### config.mk
export PLATFORM = sky130hd
export DESIGN_NAME = down_timer
export DESIGN_NICKNAME = d
export VERILOG_FILES = /design/src/rtl/down_timer_pkg.sv /design/src/rtl/down_timer.sv
export SDC_FILE = /design/constraint.sdc
export NUM_CORES = 1
export LEC_CHECK = 0
export CAP_MARGIN = 0
export CORE_UTILIZATION = 48
export CTS_CLUSTER_SIZE = 8
export DETAILED_ROUTE_END_ITERATION = 8
export PLACE_DENSITY = 0.82
export SETUP_SLACK_MARGIN = 0.3
export SLEW_MARGIN = 20
export SYNTH_ARGS = -nofsm -noshare
export SYNTH_HDL_FRONTEND = slang
export SYNTH_SLANG_ARGS = --single-unit
### constraint.sdc
create_clock -name cl -period 1.9 [get_ports cl]
set_input_delay 0.38 -clock cl [delete_from_list [all_inputs] [get_ports cl]]
set_output_delay 0.38 -clock cl [all_outputs]
set_load 0.005 [all_outputs]
### src/rtl/down_timer_pkg.sv
// Shared constants for the programmable down-counting timer.
package down_timer_pkg;

    localparam int unsigned DEFAULT_WIDTH = 3;

    localparam logic [1:0] ST_IDLE = 2'd0;
    localparam logic [1:0] ST_RUN  = 2'd1;
    localparam logic [1:0] ST_HOLD = 2'd2;
    localparam logic [1:0] ST_DONE = 2'd3;

endpackage

### src/rtl/down_timer.sv
// Programmable down timer: load, count to zero, one-cycle terminal-count
// pulse, one-shot or auto-reload, with hold and abort.
module down_timer
    import down_timer_pkg::*;
#(
    parameter int unsigned WIDTH = DEFAULT_WIDTH
) (
    input  logic             cl,
    input  logic             r,
    input  logic             clr,
    input  logic             ld,
    input  logic [WIDTH-1:0] ld_val,
    input  logic             start,
    input  logic             hold,
    input  logic             auto,
    output logic [WIDTH-1:0] cnt,
    output logic             tc,
    output logic             busy,
    output logic             done
);

    logic [1:0]       state_q, state_d;
    logic [WIDTH-1:0] cnt_q, cnt_d;
    logic [WIDTH-1:0] reload_q, reload_d;
    logic             tc_q, tc_d;
    logic             busy_q, busy_d;
    logic             done_q, done_d;

    logic             cnt_zero;
    logic             cnt_one;
    logic             reload_zero;

    assign cnt_zero    = (cnt_q == WIDTH'(0));
    assign cnt_one     = (cnt_q == WIDTH'(1));
    assign reload_zero = (reload_q == WIDTH'(0));

    // Next-state logic; priority is clr > ld > start > hold > count.
    always_comb begin
        state_d  = state_q;
        cnt_d    = cnt_q;
        reload_d = reload_q;
        tc_d     = 1'b0;
        busy_d   = busy_q;
        done_d   = done_q;

        if (clr) begin
            state_d = ST_IDLE;
            cnt_d   = reload_q;
            busy_d  = 1'b0;
            done_d  = 1'b0;
        end else if (ld) begin
            reload_d = ld_val;
            // While counting, the new value only lands at the next reload.
            if ((state_q == ST_IDLE) || (state_q == ST_DONE)) begin
                state_d = ST_IDLE;
                cnt_d   = ld_val;
                busy_d  = 1'b0;
                done_d  = 1'b0;
            end
        end else begin
            case (state_q)
                ST_IDLE, ST_DONE: begin
                    if (start && !cnt_zero) begin
                        state_d = ST_RUN;
                        busy_d  = 1'b1;
                        done_d  = 1'b0;
                    end
                end
                ST_RUN: begin
                    if (hold) begin
                        state_d = ST_HOLD;
                    end else if (cnt_one) begin
                        cnt_d = WIDTH'(0);
                        tc_d  = 1'b1;
                        if (!auto) begin
                            state_d = ST_DONE;
                            busy_d  = 1'b0;
                            done_d  = 1'b1;
                        end
                    end else if (cnt_zero) begin
                        // Zero reached in auto mode: reload, or finish if nothing to reload.
                        if (!reload_zero) begin
                            cnt_d = reload_q;
                        end else begin
                            state_d = ST_DONE;
                            busy_d  = 1'b0;
                            done_d  = 1'b1;
                        end
                    end else begin
                        cnt_d = cnt_q - WIDTH'(1);
                    end
                end
                ST_HOLD: begin
                    if (!hold) begin
                        state_d = ST_RUN;
                    end
                end
                default: begin
                    state_d = ST_IDLE;
                    busy_d  = 1'b0;
                end
            endcase
        end
    end

    always_ff @(posedge cl) begin
        if (!r) begin
            state_q  <= ST_IDLE;
            cnt_q    <= '0;
            reload_q <= '0;
            tc_q     <= 1'b0;
            busy_q   <= 1'b0;
            done_q   <= 1'b0;
        end else begin
            state_q  <= state_d;
            cnt_q    <= cnt_d;
            reload_q <= reload_d;
            tc_q     <= tc_d;
            busy_q   <= busy_d;
            done_q   <= done_d;
        end
    end

    assign cnt  = cnt_q;
    assign tc   = tc_q;
    assign busy = busy_q;
    assign done = done_q;

endmodule

Word-level counts from Yosys, hierarchy flattened
Index checks and enable logic that the tools add are counted.
W data, S select, Z words.
{"block": "totals", "in_bits": 10, "word_cells": 78, "reg_bits": 11, "output_inout_bits": 6}
{"block": "op_classes", "mux": 36, "n_bitwise": 3, "n_reduce_logical": 15, "add_sub_neg": 1, "n_eq_ne": 17}
{"cell": "$mux W3", "count": 8}
{"cell": "$ne A5 B5 Y1 const B", "count": 4}
{"cell": "$mux W2", "count": 9}
{"cell": "$mux W1", "count": 16}
{"cell": "$ne A3 B3 Y1 const B", "count": 4}
{"cell": "$ne A4 B4 Y1 const B", "count": 3}
{"cell": "$reduce_and A7 Y1", "count": 1}
{"cell": "$logic_not A3 Y1", "count": 2}
{"cell": "$pmux W2 S3", "count": 1}
{"cell": "$reduce_and A6 Y1", "count": 1}
{"cell": "$reduce_bool A3 Y1", "count": 2}
{"cell": "$reduce_or A5 Y1", "count": 1}
{"cell": "$eq A2 B2 Y1 const B", "count": 2}
{"cell": "$pmux W1 S2", "count": 2}
{"cell": "$reduce_and A4 Y1", "count": 1}
{"cell": "$reduce_or A2 Y1", "count": 2}
{"cell": "$eq A3 B1 Y1 const B", "count": 1}
{"cell": "$ne A3 B2 Y1 const B", "count": 1}
{"cell": "$not A1 Y1", "count": 3}
{"cell": "$sub A3 B1 Y3 const B", "count": 1}
{"cell": "$eq A2 B1 Y1 const B", "count": 1}
{"cell": "$logic_not A2 Y1", "count": 1}
{"cell": "$ne A2 B1 Y1 const B", "count": 1}
{"cell": "$reduce_and A2 Y1", "count": 1}
{"cell": "3 further kinds", "count": 3}

Depth between registers and ports, before layout
Gate-level depths: netlist (run 1).
{"block": "logic_depth", "word_depth": 8, "depth_mapped": 6}

Worst setup path after synthesis (run 1)
Ideal clock, no wire load.
{"block": "synth_path", "path_kind": "reg-to-reg", "start": "register cnt_q[1] (netlist: cnt[1])", "end": "register state_q[1]", "slack_ns": 0.371, "synth_period_minus_slack_ns": 1.529, "path_buffers": 0, "t_arrival_ns": 1.392, "required_ns": 1.763, "stages_incl_launch_ff": 7, "cell_sequence": "dfxtp_1 -> inv_1 -> ha_1 -> nor4_4 -> a211oi_1 -> o311ai_0 -> o31ai_2"}
{"block": "synth_via", "elab_chain_len": 5, "word_cells_on_any_way": 13, "classes_between": "eq/ne (5); mux (4); reduce/logical (4)"}
{"element": "from (decl)", "line_no": "down_timer.sv:23", "text": "logic [WIDTH-1:0] cnt_q, cnt_d;"}
{"element": "from (signal assigned)", "line_no": "down_timer.sv:116", "text": "cnt_q <= cnt_d;"}
{"element": "$eq A3 B1 Y1 or $logic_not A3 Y1 (tied branches)", "line_no": "down_timer.sv:34, down_timer.sv:33"}
{"element": "$mux W2 or $logic_not A1 Y1 (tied branches)", "line_no": "down_timer.sv:72, down_timer.sv:63"}
{"element": "$mux W2 or $logic_and A1 B1 Y1 (tied branches)", "line_no": "down_timer.sv:70, down_timer.sv:63"}
{"element": "$pmux W2 S3 or $ne A3 B3 Y1 (tied branches)"}
{"element": "$mux W2 or $reduce_and A6 Y1 (tied branches)"}
{"element": "to (signal assigned)", "line_no": "down_timer.sv:115", "text": "state_q <= state_d;"}
{"element": "to (decl)", "line_no": "down_timer.sv:22", "text": "logic [1:0] state_q, state_d;"}
Parallel ways exist; a longest one is shown, timed or not.
A chain may end at the register's enable or synchronous reset.

Worst setup path after layout (run 1)
{"block": "layout_path", "start": "register cnt_q[1] (netlist: cnt[1])", "end": "output cnt[1]"}
{"element": "to (decl)", "line_no": "down_timer.sv:16", "text": "output logic [WIDTH-1:0] cnt,"}
No word-level cell between the ends.

==> results of run 1 <==
-- kinds of logic (layout without fill, tap and decap cells) --
group | count (synthesis) | count (layout) | share of synthesized area, %
and+or+nand+nor | 30 | 30 | 27.08
AOI/OAI and AO/OA | 26 | 26 | 23.52
DFF | 11 | 11 | 29.78
buffers and inverters | 8 | 37 | 4.399
adders and majority gates | 5 | 5 | 8.460
muxes | 5 | 5 | 6.768
-- worst register-to-register path: cells and delay by family (launching register included) --
family | cells | cell delay [ns]
compound gates | 3 | 0.80
fa+ha+maj | 1 | 0.18
buf+inv | 2 | 0.19
flops | 1 | 0.37
-- registers in the layout (all words and copies together) (netlist names) --
register  cells
busy          1
cnt           3
done          1
reload_q      3
state_q       2
tc            1
-- power by group through the flow --
stage / Clock (mW) / Combinational, mW / Sequential [mW]
6_report: 0.168 / 0.205 / 0.255
5_1_grt: 0.178 / 0.221 / 0.256
4_1_cts: 0.167 / 0.170 / 0.257
3_5_place_dp: 0 / 0.160 / 0.260
3_3_place_gp: 0 / 0.156 / 0.260
2_1_floorplan: 0 / 0.0949 / 0.257
-- cell usage after synthesis, types with 2 or more instances --
master / instances
o21ai_0: 4
nor2b_1: 6
mux2i_1: 5
o31ai_1: 2
dfxtp_1: 11
buf_2: 2
inv_1: 5
nor3_1: 2
a21oi_1: 7
nand2b_1: 4
o311ai_0: 2
a31oi_1: 2
nand2_1: 5
nand3_1: 2
o2111ai_1: 2
ha_1: 5
-- worst paths after layout --
| path | startpoint | endpoint |
|---|---|---|
| worst min-delay path | done | done |
| worst max-delay path | cnt[1] | cnt[1] |
| worst min register to register | done | done |
| worst max register to register | cnt[1] | cnt[2] |
-- layout make-up --
type                       count  area [sq um]  area share, %
inverter                       5         23.77          2.125
tap                           15         18.77          1.678
clock buffer                   4         26.28          2.349
timing repair buffer          28         252.7          22.60
sequential                    11         236.5          21.14
multi-input combinational     66         560.5          50.11
-- metrics by stage --
stage / instances / setup TNS [ns] / power, mW / instance area [sq um]
after global routing: 129 / 0 / 0.6538 / 1119
after floorplan: 85 / 0 / 0.3524 / 739.5
final: 129 / 0 / 0.6274 / 1119
after CTS: 124 / 0 / 0.5937 / 1015
after detailed placement: 120 / -0.03971 / 0.4195 / 954.7
after global placement: 120 / 0 / 0.4157 / 954.7
-- routing by layer --
layer	share of wire, %	routed length (microns)	vias to the layer above	GRT usage [%]
met5	0	0	-	0
met4	2.2	50	0	4.839
met3	7.8	175	9	5.435
met2	43	960	45	36.72
met1	47	1048	381	31.60
li1	-	-	375	-
-- what timing repair did --
action	in CTS	in global routing
pin swaps	2	3
gates cloned	0	0
hold buffers	0	0
gates resized for setup	13	17
setup buffers	0	5
endpoints found under the setup margin	8	10
-- layout by cell type, fill, tap and decap left out, types with 3 or more instances in the layout --
cell type / Yosys / layout
clkdlybuf4s50_1: 0 / 13
buf_4: 0 / 13
nor2b_1: 6 / 6
dfxtp_1: 11 / 6
nand2_1: 5 / 5
a21oi_1: 7 / 5
mux2i_1: 5 / 5
o21ai_0: 4 / 4
ha_4: 0 / 4
dfxtp_4: 0 / 4
nand2b_1: 4 / 3
clkbuf_4: 0 / 3
==> summary.txt, run 1 <==
Outcome - finished, final reports clean
Layout overhead on the synthesized area - 51.27%
Diodes inserted - 0
Period utilisation layout - 85.33%
Fillers - 74
Slowest-stage cell, CP - clkdlybuf4s50_1
Crit start category - flip-flop
Reg2reg setup slack - 0.28 ns
DP Worst Slack - -0.03971 ns
Sequential power share - 40.6%
Top cells by area, synth - dfxtp_1, ha_1, mux2i_1
Drt first pass iters - 4
Largest net degree at the start of global routing - 10
GPL Wtd Cong - 0.8436
Number of synthesized flops with an enable pin - 0
Tot GR Track Use - 23.13%
Clk root buf - clkbuf_4
Routed wire length - 2234 microns
Fin Clk Skew - 0.001988 ns
Port Buffer Count - 15
HPWL after DPL - 1359 microns
DRC viols - 0
Worst setup path category - reg -> out
Final Net Count - 130
Leakage - 0.4336 nW
Vert. Die Dim - 41.25 microns
First-pass GRT wire length - 2559 microns
DR iter-0 viols - 32
Min-Delay Path Class - reg -> reg
Remaining global-route overflow - 0
Slew Limit Fails - 0
Syn Nets - 100
Worst EP required - 1.52 ns
WHS Path Cells - 2
# setup viols final - 0
Sw Share - 31.70%
H-tree Lvls - 1
CP max stage delay - 0.49 ns
Critical path cell sequence - buf_4 > clkdlybuf4s50_1
Worst path arrival time - 1.24 ns
Clk pwr share - 26.8%
Die ar. - 0.001702 sq mm
Antenna-violating nets left - 0
Gate power share - 32.6%
Slew of the pin with the lowest slew margin - 0.4586 ns
Mapped cell area - 739.5 sq um
Fmax - 0.6168 GHz
Die Span X - 41.25 microns
Max Root-Sink Buffers - 2
Syn Area/Cell - 8.700 sq um
Seq/Total Area, Yosys - 29.78%
Worst vdd ir - 429.3 uV
Layout cells sized above 1 - 34.21%
Initial antenna violation count - 0
Via density - 6.279
DR vias - 810
CTS tree - yes
CP Buf/Inv Count - 2
Avg WL per Cell - 17.32 microns
Final WS setup - 0.2787 ns
Hold Slack - 0.4811 ns
Most used flip-flop cell after synthesis - dfxtp_1
Number of global-route vias before repair - 613
CP max FO - 3
FF+latch count, synth - 11
Starting Density - 54.12%
CTS sink cnt - 11
Async SR Flop Fraction - 0%
Final Hold Fails - 0
Worst skew pair latency - 0.27 ns
Psw - 198.9 uW
Netlist cell types - 35
Cts bufs inserted - 3
Power Internal - 428.5 uW
Kind of cell adding the most delay to the critical path - buffers and inverters
Pwr dens - 560.9 mW/mm^2
Final core occ - 81.87%
Cell count after synthesis - 85
Io pins - 16
Clock transition at the registers of the reported paths - 0.07 ns
Row count - 13
Critical path endpoint category - output port
Yosys warnings - 0
Max Cap Viol - 0
Minimum clock period - 1.621 ns
Yosys top cell area share - 29.78%
WP depth - 2
RSZ-0062 raised after global routing - true
Largest area contributor in the netlist - dfxtp_1
Max-slew headroom - 69.04%
Core area - 0.001366 sq mm
Reg2Reg Depth - 6
Note: power is estimated with default switching activity, not from simulation.
==> run 2: changes to the inputs <==
--- a/config.mk
+++ b/config.mk
@@ -6,10 +6,13 @@
 export NUM_CORES = 1
 export LEC_CHECK = 0
 export CAP_MARGIN = 0
-export CORE_UTILIZATION = 48
+export CELL_PAD_IN_SITES_DETAIL_PLACEMENT = 1
+export CELL_PAD_IN_SITES_GLOBAL_PLACEMENT = 1
+export CORE_UTILIZATION = 36
+export CTS_CLUSTER_DIAMETER = 80
 export CTS_CLUSTER_SIZE = 8
 export DETAILED_ROUTE_END_ITERATION = 8
-export PLACE_DENSITY = 0.82
+export PLACE_DENSITY = 0.83
 export SETUP_SLACK_MARGIN = 0.3
 export SLEW_MARGIN = 20
 export SYNTH_ARGS = -nofsm -noshare
==> summary.txt, run 2 (synthesis gave the netlist of run 1 again) <==
Outcome - finished, final reports clean
Core area - 0.001942 sq mm
Final Net Count - 134
DR iter-0 viols - 16
Clk root buf - clkbuf_4
Sequential power share - 37.4%
Critical path endpoint category - flip-flop
Slew Limit Fails - 0
Via density - 5.876
Initial antenna violation count - 0
Hold_buf cts - 0
Gate power share - 34.9%
Max-slew headroom - 72.48%
CTS sink cnt - 11
Power Internal - 445.6 uW
Io pins - 16
Worst Setup SP - ld
Cts bufs inserted - 3
GR Util met1 - 35.31%
Psw - 239.3 uW
Worst setup path category - in -> reg
DRC viols - 0
CP max FO - 4
Worst hold path startpoint - done
Max Root-Sink Buffers - 2
Avg WL per Cell - 19.12 microns
Min-Delay Path Class - reg -> reg
RSZ-0062 raised after global routing - true
Routed wire length - 2772 microns
First-pass GRT wire length - 3774 microns
Remaining global-route overflow - 0
Reg2Reg Depth - 7
Max Cap Viol - 0
Gr busiest metal - met2
Hold Slack - 0.5117 ns
Vert. Die Dim - 47.32 microns
Worst skew pair latency - 0.30 ns
Slew of the pin with the lowest slew margin - 0.4119 ns
Drt first pass iters - 4
WHS Endpoint - done
Port Buffer Count - 15
Period utilisation layout - 90.40%
Clk pwr share - 27.7%
Worst path arrival time - 1.93 ns
Most frequent cells in the layout - buf_4, clkdlybuf4s50_1, nor2b_1, dfxtp_1
Clock transition at the registers of the reported paths - 0.09 ns
DR vias - 852
H-tree Lvls - 1
Reg2Reg Launch Point - cnt[1]
Reg-to-Reg End - state_q[0]
Die ar. - 0.002239 sq mm
Worst EP required - 2.12 ns
GR Util met3 - 4.231%
Commonest non-fill, non-tap cell in the layout - buf_4
# setup viols final - 0
Crit start category - primary input
Leakage - 0.4417 nW
CTS tree - yes
Fmax - 0.5822 GHz
Diodes inserted - 0
Tot GR Track Use - 24.94%
Number of global-route vias before repair - 750
Layout cells sized above 1 - 38.14%
Minimum clock period - 1.718 ns
Fin Clk Skew - 0.001418 ns
GRT met2 Usage - 36.44%
Largest net degree at the start of global routing - 11
Antenna-violating nets left - 0
Die Span X - 47.32 microns
Sw Share - 34.94%
Pwr dens - 567.8 mW/mm^2
Reg2reg setup slack - 0.19 ns
Final Hold Fails - 0
Worst vdd ir - 433.7 uV
Setup TNS Final - 0 ns
WHS Path Cells - 2
Layout overhead on the synthesized area - 63.11%
Row count - 16
Starting Density - 38.08%
GPL Wtd Cong - 0.7761
HPWL after DPL - 1581 microns
## run 2: worst max-delay path by stage
stage / to / cells past startpoint
global placement: state_q[0] / 5
global route: state_q[0] / 5
floorplan: state_q[1] / 6
CTS: state_q[1] / 6
detailed placement: state_q[0] / 5
finish: state_q[0] / 5
## run 2: timing repair
action | in CTS | in global routing
pin swaps | 3 | 7
gates resized for setup | 20 | 15
setup endpoints to repair | 7 | 9
setup buffers | 1 | 9
gates cloned | 0 | 0
## run 2: power groups by stage
stage | logic (mW) | registers, mW | clock network [mW]
final | 0.239 | 0.256 | 0.190
after global routing | 0.253 | 0.257 | 0.200
after CTS | 0.185 | 0.257 | 0.184
after detailed placement | 0.162 | 0.260 | 0
after global placement | 0.157 | 0.260 | 0
after floorplan | 0.0949 | 0.257 | 0
## run 2: cell type report
type | count | area, sq um
Multi-Input combinational cell | 66 | 593.1
Fill cell | 229 | 735.7
Timing Repair Buffer | 32 | 292.8
Tap cell | 27 | 33.78
Inverter | 5 | 23.77
Clock buffer | 4 | 26.28
Sequential cell | 11 | 236.5
## run 2: routing by layer
metal | vias up | part of all wire, %
met5 | - | 0
met4 | 0 | 3.0
met3 | 11 | 6.3
met2 | 46 | 48
met1 | 411 | 43
li1 | 384 | -
## run 2: critical path: stages
cell             delay [ns]
clkdlybuf4s50_1        0.44
or3b_4                 0.44
a211oi_4               0.26
or3_4                  0.20
mux2i_1                0.21
## run 2: stage by stage
step / worst slack [ns] / utilization (%) / total power, mW / cell area, sq um / std cells
2_1_floorplan: 0.3712 / - / 0.3524 / 739.5 / 85
3_3_place_gp: 0.006342 / 49.55 / 0.4167 / 962.2 / 131
3_5_place_dp: -0.03015 / 49.55 / 0.4225 / 962.2 / 131
4_1_cts: 0.2802 / 54.64 / 0.6250 / 1061 / 136
5_1_grt: 0.1572 / 62.11 / 0.7099 / 1206 / 145
6_report: 0.1823 / 62.11 / 0.6849 / 1206 / 145
